[config.mk]
export PLATFORM = sky130hd
export DESIGN_NAME = uart_rx_capture_flat
export DESIGN_NICKNAME = d
export VERILOG_FILES = /design/src/rtl/uart_rx_capture_if.sv /design/src/rtl/uart_rx_capture.sv /design/src/flat_wrapper.sv
export SDC_FILE = /design/constraint.sdc
export NUM_CORES = 1
export LEC_CHECK = 0
export ABC_AREA = 1
export CAP_MARGIN = 25
export CORE_MARGIN = 4
export CORE_UTILIZATION = 60
export CTS_CLUSTER_DIAMETER = 60
export DETAILED_ROUTE_END_ITERATION = 7
export PLACE_DENSITY = 0.79
export SYNTH_ARGS = -nofsm -noshare
export SYNTH_HDL_FRONTEND = slang
export SYNTH_SLANG_ARGS = --single-unit
[constraint.sdc]
create_clock -name clk -period 2.5 [get_ports clk]
set_input_delay 0.25 -clock clk [delete_from_list [all_inputs] [get_ports clk]]
set_output_delay 0.25 -clock clk [all_outputs]
set_load 0.1 [all_outputs]
[src/rtl/uart_rx_capture_if.sv]
// Show-ahead byte stream from the UART receiver FIFO: head data, valid, ready and occupancy.
interface uart_rx_capture_if #(
    parameter int FIFO_DEPTH = 8
);
    logic [7:0]                    data;
    logic                          valid;
    logic                          ready;
    logic [$clog2(FIFO_DEPTH):0]   count;

    modport master (output data, output valid, output count, input ready);
    modport slave  (input data, input valid, input count, output ready);
endinterface

[src/rtl/uart_rx_capture.sv]
// 8N1 UART receiver that deframes the SoC uart_tx stream into a small show-ahead byte FIFO.
// Framing errors and FIFO overflow are reported as single-cycle pulses.
module uart_rx_capture #(
    parameter int CLKS_PER_BIT = 32,
    parameter int FIFO_DEPTH   = 8
) (
    input  logic              clk,
    input  logic              rst_n,
    input  logic              rx_i,
    input  logic              rx_en_i,
    uart_rx_capture_if.master bus,
    output logic              frame_err_o,
    output logic              overflow_o
);
    localparam int CNT_W   = $clog2(CLKS_PER_BIT);
    localparam int PTR_W   = $clog2(FIFO_DEPTH);
    localparam int COUNT_W = PTR_W + 1;

    localparam logic [CNT_W-1:0] HALF_LOAD = CNT_W'(CLKS_PER_BIT / 2 - 1);
    localparam logic [CNT_W-1:0] FULL_LOAD = CNT_W'(CLKS_PER_BIT - 1);

    localparam logic [2:0] IDLE  = 3'd0;
    localparam logic [2:0] START = 3'd1;
    localparam logic [2:0] DATA  = 3'd2;
    localparam logic [2:0] STOP  = 3'd3;
    localparam logic [2:0] BREAK = 3'd4;

    logic [1:0]       sync_q;
    logic [1:0]       primed;
    logic             rx_prev;
    logic             rx_s;
    logic             fall;
    logic [2:0]       state;
    logic [CNT_W-1:0] bit_cnt;
    logic [2:0]       bit_idx;
    logic [7:0]       shift;
    logic             sample;
    logic             push;

    logic [7:0]         mem [FIFO_DEPTH];
    logic [PTR_W-1:0]   wr_ptr;
    logic [PTR_W-1:0]   rd_ptr;
    logic [COUNT_W-1:0] count;
    logic               full;
    logic               pop;
    logic               do_write;

    assign rx_s   = sync_q[1];
    assign fall   = rx_prev & ~rx_s;
    assign sample = (bit_cnt == '0);
    assign push   = rx_en_i && (state == STOP) && sample && rx_s;

    // rx_prev only tracks real samples once the synchronizer has flushed its reset value,
    // so a line already low when reset releases does not look like a start edge.
    // NOTE: sequential state uses non-blocking assignments so every flop samples pre-edge values.
    always_ff @(posedge clk or negedge rst_n) begin
        if (!rst_n) begin
            sync_q  <= 2'b11;
            primed  <= 2'b00;
            rx_prev <= 1'b0;
        end else begin
            sync_q  <= {sync_q[0], rx_i};
            primed  <= {primed[0], 1'b1};
            rx_prev <= rx_s & primed[1];
        end
    end

    always_ff @(posedge clk or negedge rst_n) begin
        if (!rst_n) begin
            state       <= IDLE;
            bit_cnt     <= '0;
            bit_idx     <= '0;
            shift       <= '0;
            frame_err_o <= 1'b0;
        end else begin
            frame_err_o <= 1'b0;
            if (!rx_en_i) begin
                state <= IDLE;
            end else begin
                case (state)
                    IDLE: if (fall) begin
                        bit_cnt <= HALF_LOAD;
                        state   <= START;
                    end
                    START: if (sample) begin
                        if (rx_s) begin
                            state <= IDLE;
                        end else begin
                            bit_cnt <= FULL_LOAD;
                            bit_idx <= '0;
                            state   <= DATA;
                        end
                    end else begin
                        bit_cnt <= bit_cnt - 1'b1;
                    end
                    DATA: if (sample) begin
                        shift[bit_idx] <= rx_s;
                        bit_cnt        <= FULL_LOAD;
                        if (bit_idx == 3'd7) state <= STOP;
                        else                 bit_idx <= bit_idx + 1'b1;
                    end else begin
                        bit_cnt <= bit_cnt - 1'b1;
                    end
                    STOP: if (sample) begin
                        if (rx_s) begin
                            state <= IDLE;
                        end else begin
                            frame_err_o <= 1'b1;
                            state       <= BREAK;
                        end
                    end else begin
                        bit_cnt <= bit_cnt - 1'b1;
                    end
                    // A held-low line parks here so it yields a single framing error.
                    BREAK: if (rx_s) state <= IDLE;
                    default: state <= IDLE;
                endcase
            end
        end
    end

    assign full     = (count == COUNT_W'(FIFO_DEPTH));
    assign pop      = (count != '0) && bus.ready;
    assign do_write = push && (!full || pop);

    // NOTE: the storage array has no reset; only pointers and count define its contents.
    always_ff @(posedge clk) begin
        if (do_write) mem[wr_ptr] <= shift;
    end

    always_ff @(posedge clk or negedge rst_n) begin
        if (!rst_n) begin
            wr_ptr     <= '0;
            rd_ptr     <= '0;
            count      <= '0;
            overflow_o <= 1'b0;
        end else begin
            overflow_o <= push && full && !pop;
            if (do_write) wr_ptr <= wr_ptr + 1'b1;
            if (pop)      rd_ptr <= rd_ptr + 1'b1;
            case ({do_write, pop})
                2'b10:   count <= count + 1'b1;
                2'b01:   count <= count - 1'b1;
                default: count <= count;
            endcase
        end
    end

    // Head byte is forced to zero while empty so outputs read 0 out of reset.
    assign bus.data  = (count != '0) ? mem[rd_ptr] : 8'h00;
    assign bus.valid = (count != '0);
    assign bus.count = count;
endmodule
[src/flat_wrapper.sv]
// flat-port wrapper written by rule: the top's interface ports become plain ports
module uart_rx_capture_flat 
#(
    parameter int CLKS_PER_BIT = 32,
    parameter int FIFO_DEPTH   = 8
)
  (clk, rst_n, rx_i, rx_en_i, frame_err_o, overflow_o, bus_data, bus_valid, bus_count, bus_ready);
  uart_rx_capture_if #(.FIFO_DEPTH(FIFO_DEPTH)) bus_i ();
  input  logic clk;
  input  logic rst_n;
  input  logic rx_i;
  input  logic rx_en_i;
  output logic frame_err_o;
  output logic overflow_o;
  output wire logic [$bits(bus_i.data)-1:0] bus_data;
  output wire logic [$bits(bus_i.valid)-1:0] bus_valid;
  output wire logic [$bits(bus_i.count)-1:0] bus_count;
  input wire logic [$bits(bus_i.ready)-1:0] bus_ready;
  assign bus_data = bus_i.data;
  assign bus_valid = bus_i.valid;
  assign bus_count = bus_i.count;
  assign bus_i.ready = bus_ready;
  uart_rx_capture #(.CLKS_PER_BIT(CLKS_PER_BIT), .FIFO_DEPTH(FIFO_DEPTH)) u_core (.clk(clk), .rst_n(rst_n), .rx_i(rx_i), .rx_en_i(rx_en_i), .bus(bus_i), .frame_err_o(frame_err_o), .overflow_o(overflow_o));
endmodule
After elaboration in Yosys (flattened, before gate mapping):

Memory sizes are Yosys's and may differ from the RTL's.
Index checks and enable logic that the tools add are counted.

* memories kept: 1
* output and inout bits: 15
* memory bits (writable): 64
* input bits: 5
* register bits: 36

* eq/ne operators: 21
* $add $sub $neg: 6
* multiplexer cells: 32
* bitwise logic cells: 3
* order comparisons: 2
* reductions and logical operators: 21

Memory list
* u_core.mem: depth 8, width 8, read ports 1, clocked after memory_dff 0, write ports 1, line uart_rx_capture.sv:40 `logic [7:0] mem [FIFO_DEPTH];`

Operators by type and width (number)
* 3-bit 2-to-1 mux: 12
* 5-bit 2-to-1 mux: 5
* 5-bit case mux with 4 select lines: 1
* 3-bit by 2-bit inequality test with 1-bit output (second input constant): 6
* 3-bit case mux with 5 select lines: 1
* 6-bit AND reduction: 2
* 3-bit by 1-bit adder with 3-bit output (second input constant): 3
* 8-bit bitwise mux: 1
* 1-bit logical AND: 8
* 8-bit 2-to-1 mux: 1
* 4-bit case mux with 2 select lines: 1
* 4-bit nonzero test: 2
* 1-bit 2-to-1 mux: 7
* 3-bit by 2-bit == test with 1-bit output (second input constant): 2
* 3-bit == test (second input constant): 2
* 2-bit by 1-bit inequality test with 1-bit output (second input constant): 3
* 2-bit inequality test (second input constant): 3
* 3-bit case mux with 2 select lines: 1
* 5-bit zero test: 1
* 5-bit AND reduction: 1
* 5-bit by 1-bit subtractor with 5-bit output (second input constant): 1
* 4-bit by 1-bit adder with 4-bit output (second input constant): 1
* 4-bit == test (second input constant): 1
* 3-bit by 4-bit < comparator with 1-bit output (second input constant): 1
* 15 further kinds: 18

Depth between registers and ports, before layout:

Gate-level depths: netlist of run 1.

* depth after elaboration: 7
* gate-level depth with buffers: 11
* gate-level depth less buffers: 11

Worst setup path after synthesis of run 1:

Ideal clock, no wire load.

* path kind: register -> output
* from: register u_core.count[1], in the netlist u_core.bus.count[1]
* to: output bus_data[0]
* arrival time: 3.323 ns
* stages on the path, launching flop included: 5
* path buffers: 0
* slack: -1.073 ns
* path through: dfrtp_1 nor2_1 nand2_2 o21ai_0 a31oi_1

* longest elaborated chain between the ends: 2

RTL lines
* start, declared: line uart_rx_capture.sv:43 `logic [COUNT_W-1:0] count;`
* start signal, assigned: line uart_rx_capture.sv:142 `2'b10: count <= count + 1'b1;`
* start signal, assigned: line uart_rx_capture.sv:143 `2'b01: count <= count - 1'b1;`
* start signal, assigned: line uart_rx_capture.sv:144 `default: count <= count;`
* 4-bit nonzero test
* via bus_valid: line flat_wrapper.sv:16 `output wire logic [$bits(bus_i.valid)-1:0] bus_valid;`
* 8-bit 2-to-1 mux: line uart_rx_capture.sv:150 `assign bus.data = (count != '0) ? mem[rd_ptr] : 8'h00;`
* end, declared: line flat_wrapper.sv:15 `output wire logic [$bits(bus_i.data)-1:0] bus_data;`

The timed path passes the listed nets, and every way through them passes these cells.

Final worst setup path of run 1:

* from: register u_core.rd_ptr[0]
* to: output bus_data[0]

* longest elaborated chain between the ends: 2

RTL lines
* start, declared: line uart_rx_capture.sv:42 `logic [PTR_W-1:0] rd_ptr;`
* start signal, assigned: line uart_rx_capture.sv:140 `if (pop) rd_ptr <= rd_ptr + 1'b1;`
* memory read 8 x 8 bit
* 8-bit 2-to-1 mux: line uart_rx_capture.sv:150

No other way between the ends.

==> impl_metrics.toml, run 1 <==
[cells_and_area]
nets = 455
multiInputGateArea_sq_um = 1460
fillers = 479
fin_cells = 545
seq_area_sq_um = 2830
syn_to_final_growth_pct = 17.4
diodes = 0
drive_above_1_share_pct = 17.1

[sta]
grt_setup_unrepaired = "no"
setup_viol = 0
clock-skew-final_ns = 0.0174
setup_slack_ns = 0.165
drv_slew = 0
fmax_mhz = 428
final.setup.tns_ns = 0
timing.hold.ws_ns = 0.294
hold_viol = 0
worstMarginPinSlew_ns = 0.782
finalCritPeriodShare_pct = 93.4
fin_crit_ns = 2.33
relSlewSlack_pct = 47.8

[grt]
grt_max_degree = 37
grt_pass1_vias = 2918
grt_util_met2_pct = 36.4
grt-busiest-layer = "met2"
grt_util_met3_pct = 4.75
grt_usage_pct = 22.3
grt_util_met1_pct = 29.1
grt_overflow = 0
grt_pass1_wl_um = 14500
antenna_found_initial = 0

[place]
dp_hpwl_um = 6240
placed_cells = 526
portBuffers = 19
pre_cts_ws_ns = 0.393
gp_congestion = 0.866

[worst_setup_path]
critPathLaunchType = "register"
crit_fanout = 33
required_ns = 2.25
path_class = "reg -> out"
end_kind = "output pin"
crit_arrival_ns = 2.08

[routing]
drc = 0
drtPass1Iterations = 5
routed_wl_um = 8970
num_vias = 3068
viasPerCell = 5.63
avgRoutedWirePerCell_um = 16.5
ant_nets = 0
drt_iter0_drc = 257

[synthesis]
yosys_warnings = 0
synth-adder-area-share_pct = 1.73
muxShareOfSynthArea_pct = 0
ys_seq_area_share_pct = 65.1
syn_area_per_cell_sq_um = 10.6
synthSimpleGateAreaFrac_pct = 17.2
yosysTopAreaCell = "edfxtp_1"
ys_ff_latch = 100
synth_cell_type_count = 31
netlist_area_sq_um = 4340
yosys.area_share.xor_xnor_pct = 1.41
synthesis.nets = 420
synth_top_family_by_area = "simple AND/OR/NAND/NOR gates"
syn_inst = 409
synth.area.top_cells = "edfxtp_1 (44%), dfrtp_1 (20%), o21ai_0 (6.9%)"
synth_top_area_share_pct = 44.3
synth_ff_type = "edfxtp_1"
synth_compound_area_share_pct = 10.5
synth_common_cells = "edfxtp_1 (64), nor2_1 (64), o21ai_0 (60), nand2_1 (53), dfrtp_1 (34)"
synth_edf_count = 64
synthArstFlopShare_pct = 36.0

[pwr]
comb_power_share_pct = 54.9
switching_share_pct = 47.7
power_frac_seq_pct = 30.8
static-leakage-power_nw = 2.03
power.switching_mw = 3.11
clkPwrFrac_pct = 14.3
pwr_density_cell_nw_per_um2 = 1280
irDropWorstVdd_v = 0.000836
p_int_mw = 3.40

[cts]
clk_pin_slew_ns = 0.09
cts_tree = "built"
cts_buffers = 9
cts_max_path_buffers = 2
cts.sinks = 100
clock-root-buffer = "clkbuf_8"
htree_levels = 3
worst_skew_pair.late_latency_ns = 0.37

[floorplan]
core_area_sq_um = 6910
num_rows = 30
die_width_um = 93.0
die_h_um = 93.0
initial_core_util_pct = 62.8
pin_count = 20
die_area_sq_um = 8650

[hold_path]
worstHoldPathType = "in -> reg"

[outcome]
outcome = "finished, final reports clean"

[job]
cap_violations = 0
-- area by class of cell --
class | count | area share, %
sequential | 100 | 55.6
multi-input combinational | 264 | 28.7
timing repair buffer | 36 | 7.42
inverter | 33 | 2.51
clock buffer | 11 | 2.78
clock inverter | 5 | 0.712
tap | 96 | 2.36
-- timing repair --
item / CTS / global route
hold endpoints to repair: 31 / 0
buffers inserted: 0 / 2
resized for setup: 0 / 4
endpoints found under the setup margin: 0 / 7
hold buffers: 1 / 0
-- critical path, stage by stage (launching register included) --
cell,delay [ns]
dfrtp_1,0.40
buf_4,0.33
o21ai_0,0.14
o22ai_1,0.24
o21ai_0,0.20
a31oi_4,0.22
buf_12,0.19
-- power groups by stage --
stage / Combinational, mW / Clock [mW] / Sequential, mW
after floorplan: 2.26 / 0 / 2.25
after global placement: 3.49 / 0 / 2.03
after detailed placement: 3.56 / 0 / 2.03
after CTS: 3.57 / 0.946 / 2.00
after global routing: 3.78 / 1.02 / 2.03
final: 3.58 / 0.931 / 2.01
-- routing by layer --
layer	up-vias	wire, um
met4	0	244
met1	1446	3820
li1	1492	-
met3	22	561
met5	-	0
met2	108	4350
-- per-stage QoR --
step / util [%] / total power, mW / area, sq um
2_1_floorplan: - / 4.51 / 4460
3_3_place_gp: 70.8 / 5.52 / 4890
3_5_place_dp: 70.8 / 5.60 / 4890
4_1_cts: 73.5 / 6.51 / 5070
5_1_grt: 73.8 / 6.83 / 5090
6_report: 73.8 / 6.51 / 5090
-- registers in the layout, indices dropped and copies added, names as in the netlist --
name	count
u_core.frame_err_o	1
u_core.overflow_o	1
u_core.state	3
u_core.wr_ptr	3
u_core.bus.count	4
u_core.bit_idx	3
u_core.bit_cnt	5
u_core.primed	2
u_core.shift	8
u_core.rx_prev	1
u_core.sync_q	2
u_core.mem	64
u_core.rd_ptr	3
-- worst paths after layout --
kind,start,to,slack (ns),cells after the start
worst max-delay path,u_core.rd_ptr[0],bus_data[0],0.17,6
worst min-delay path,rx_i,u_core.sync_q[0],0.29,1
worst max register to register,u_core.bit_cnt[1],u_core.mem[0][0],0.43,9
worst min register to register,u_core.sync_q[0],u_core.sync_q[1],0.36,0
max in group asynchronous,rst_n,u_core.bus.count[2],1.47,2
min in group asynchronous,rst_n,u_core.bus.count[3],0.50,2
-- cell usage in the layout, fill, tap and decap left out, types with 2 or more instances in the layout --
cell / netlist / routed
nand4_1: 4 / 4
clkbuf_8: 0 / 10
inv_6: 0 / 2
clkdlybuf4s50_1: 0 / 3
nor2_4: 2 / 2
inv_2: 3 / 3
dfstp_2: 2 / 2
o21ai_0: 60 / 57
o21ai_1: 1 / 4
o22ai_1: 9 / 9
xor2_1: 6 / 6
nand3_2: 2 / 2
nor2_1: 64 / 64
nor3_1: 12 / 12
buf_12: 0 / 8
ha_1: 6 / 6
dfrtp_2: 0 / 4
clkinv_2: 0 / 2
a21oi_1: 2 / 2
o21bai_1: 2 / 2
buf_4: 0 / 23
nand2_1: 53 / 53
nand2_2: 4 / 4
dfrtp_1: 34 / 30
edfxtp_1: 64 / 64
a31oi_4: 0 / 8
nand3_1: 21 / 21
inv_1: 30 / 29
-- logic make-up (layout without fill, tap and decap cells) --
group | after synthesis | after routing
other | 1 | 1
DFF | 100 | 100
adders and majority gates | 6 | 6
and+or+nand+nor | 166 | 166
buffers and inverters | 45 | 85
xor gates and xnor gates | 7 | 7
AOI/OAI and AO/OA | 84 | 84
No activity file was read; power rests on OpenSTA's default activity.
==> run 2: changes to the inputs <==
--- a/config.mk
+++ b/config.mk
@@ -8,10 +8,9 @@
 export ABC_AREA = 1
 export CAP_MARGIN = 25
 export CORE_MARGIN = 4
-export CORE_UTILIZATION = 60
+export CORE_UTILIZATION = 40
 export CTS_CLUSTER_DIAMETER = 60
 export DETAILED_ROUTE_END_ITERATION = 7
-export PLACE_DENSITY = 0.79
 export SYNTH_ARGS = -nofsm -noshare
 export SYNTH_HDL_FRONTEND = slang
 export SYNTH_SLANG_ARGS = --single-unit
==> constraint.sdc (replaced) <==
create_clock -name clk -period 2 [get_ports clk]
set_input_delay 0.2 -clock clk [delete_from_list [all_inputs] [get_ports clk]]
set_output_delay 0.2 -clock clk [all_outputs]
set_load 0.1 [all_outputs]
==> run 2 against run 1 <==
The run now ends with negative setup slack left. Sequential share of layout area shrank 3.7 points. Worst setup slack got worse by 0.19 ns. Clock skew fell by 0.0049 ns. Sequential power rose by 29%. Final cell count grew 9.7%. Critical endpoint unchanged.
==> impl_metrics.toml, run 2 (synthesized netlist as in run 1, its figures left out) <==
[worst_setup_path]
critPathLaunchType = "register"
crit_fanout = 8
crit_family = "flip-flops"
crit_arrival_ns = 1.82
cp.buffers_inverters = 3
end_kind = "output pin"
max_stage_delay_ns = 0.50
regToRegSetupSlack_ns = 0.16
cp_slowest_cell = "dfrtp_2"
crit_chain = "inv_4, buf_6, nor2_1, o22ai_2, o21ai_2, a31oi_4, buf_12"
path_class = "reg -> out"
required_ns = 1.80

[sta]
fin_crit_ns = 2.02
clock-skew-final_ns = 0.0125
setup_slack_ns = -0.0214
final.setup.tns_ns = -0.0511
setup_viol = 4
grt_setup_unrepaired = "yes"
hold_viol = 0
fmax_mhz = 495
drv_slew = 0
finalCritPeriodShare_pct = 101

[pwr]
static-leakage-power_nw = 2.15
irDropWorstVdd_v = 0.00125
pwr_density_cell_nw_per_um2 = 1610
total_power_mw = 8.81

[floorplan]
pin_count = 20
core_area_sq_um = 10500
die_width_um = 112
num_rows = 37
die_area_sq_um = 12600
die_h_um = 112
initial_core_util_pct = 41.5

[routing]
drtPass1Iterations = 5
drt_iter0_drc = 254
avgRoutedWirePerCell_um = 16.0
ant_nets = 0
viasPerCell = 5.13
routed_wl_um = 9590
num_vias = 3070
drc = 0

[grt]
antenna_found_initial = 0
grt_usage_pct = 16.0
grt_overflow = 0
grt_pass1_vias = 3070
grt_max_degree = 37
grt_pass1_wl_um = 15700

[cells_and_area]
fin_cells = 598
drive_above_1_share_pct = 25.5
fin_util_pct = 52.3
final_cell_mix = "edfxtp_1 (64), nor2_1 (61), nand2_1 (52)"
diodes = 0
layout_commonest_cell = "edfxtp_1"
reg_top3 = "u_core.mem (64), u_core.shift (8), u_core.bit_cnt (5)"
nets = 468
largest_register_ffs = 64
max_flop_register = "u_core.mem"
syn_to_final_growth_pct = 26.2

[hold_path]
worstHoldPathType = "in -> reg"

[place]
gp_congestion = 0.861
dp_hpwl_um = 6550
portBuffers = 19
pre_cts_ws_ns = -0.0123
placed_cells = 577

[outcome]
outcome = "finished, violations left"
violations = "negative setup slack"

[cts]
cts_tree = "built"
htree_levels = 3
cts_max_path_buffers = 2
clk_pin_slew_ns = 0.09
cts_buffers = 9
cts.sinks = 100
clock-root-buffer = "clkbuf_8"
worst_skew_pair.late_latency_ns = 0.36

[job]
cap_violations = 0
run 2: worst paths after layout:
check / start / depth (start not counted) / to
worst max-delay path: u_core.rd_ptr[0] / 7 / bus_data[0]
worst min-delay path: rx_i / 1 / u_core.sync_q[0]
worst max register to register: u_core.state[2] / 8 / u_core.mem[4][2]
worst min register to register: u_core.sync_q[0] / 0 / u_core.sync_q[1]
max in group asynchronous: rst_n / 3 / u_core.bus.count[0]
min in group asynchronous: rst_n / 3 / u_core.bus.count[1]
run 2: stage by stage:
stage	hold slack [ns]	area, sq um
2_1_floorplan	-0.0956	4530
3_3_place_gp	0.262	5110
3_5_place_dp	0.271	5110
4_1_cts	0.229	5390
5_1_grt	0.224	5480
6_report	0.243	5480
run 2: final cells by class:
| class | instances | area (sq um) |
|---|---|---|
| clock buffer | 11 | 141 |
| clock inverter | 5 | 60.1 |
| fill | 953 | 4990 |
| inverter | 33 | 126 |
| multi-input combinational | 264 | 1610 |
| sequential | 100 | 2840 |
| tap | 136 | 170 |
| timing repair buffer | 48 | 515 |
| timing repair inverter | 1 | 7.51 |
run 2: timing repair:
item | in CTS | in global routing
gates resized for setup | 27 | 19
gates cloned | 1 | 0
buffers inserted | 1 | 2
endpoints found under the hold margin | 34 | 0
pin swaps | 7 | 5
setup endpoints to repair | 8 | 76
hold buffers | 1 | 0
run 2: routing by layer:
layer / track usage (%) / up-vias / wire, um
met5: 0 / - / 0
met4: 4.97 / 0 / 121
met3: 2.96 / 10 / 459
met2: 26.9 / 77 / 4690
met1: 20.9 / 1470 / 4310
li1: - / 1513 / -
run 2: report_power, final:
part / switching [mW] / total [mW] / internal (mW)
combinational: 3.22 / 4.92 / 1.70
sequential: 0.230 / 2.59 / 2.36
clock: 0.682 / 1.30 / 0.618
total: 4.13 / 8.81 / 4.68
==> run 3: changes to the inputs <==
--- a/config.mk
+++ b/config.mk
@@ -11,6 +11,7 @@
 export CORE_UTILIZATION = 40
 export CTS_CLUSTER_DIAMETER = 60
 export DETAILED_ROUTE_END_ITERATION = 7
+export GPL_ROUTABILITY_DRIVEN = 0
 export SYNTH_ARGS = -nofsm -noshare
 export SYNTH_HDL_FRONTEND = slang
 export SYNTH_SLANG_ARGS = --single-unit
==> results of run 3 <==
Same layout as run 2: the final DEF is identical, and so are final timing and power.
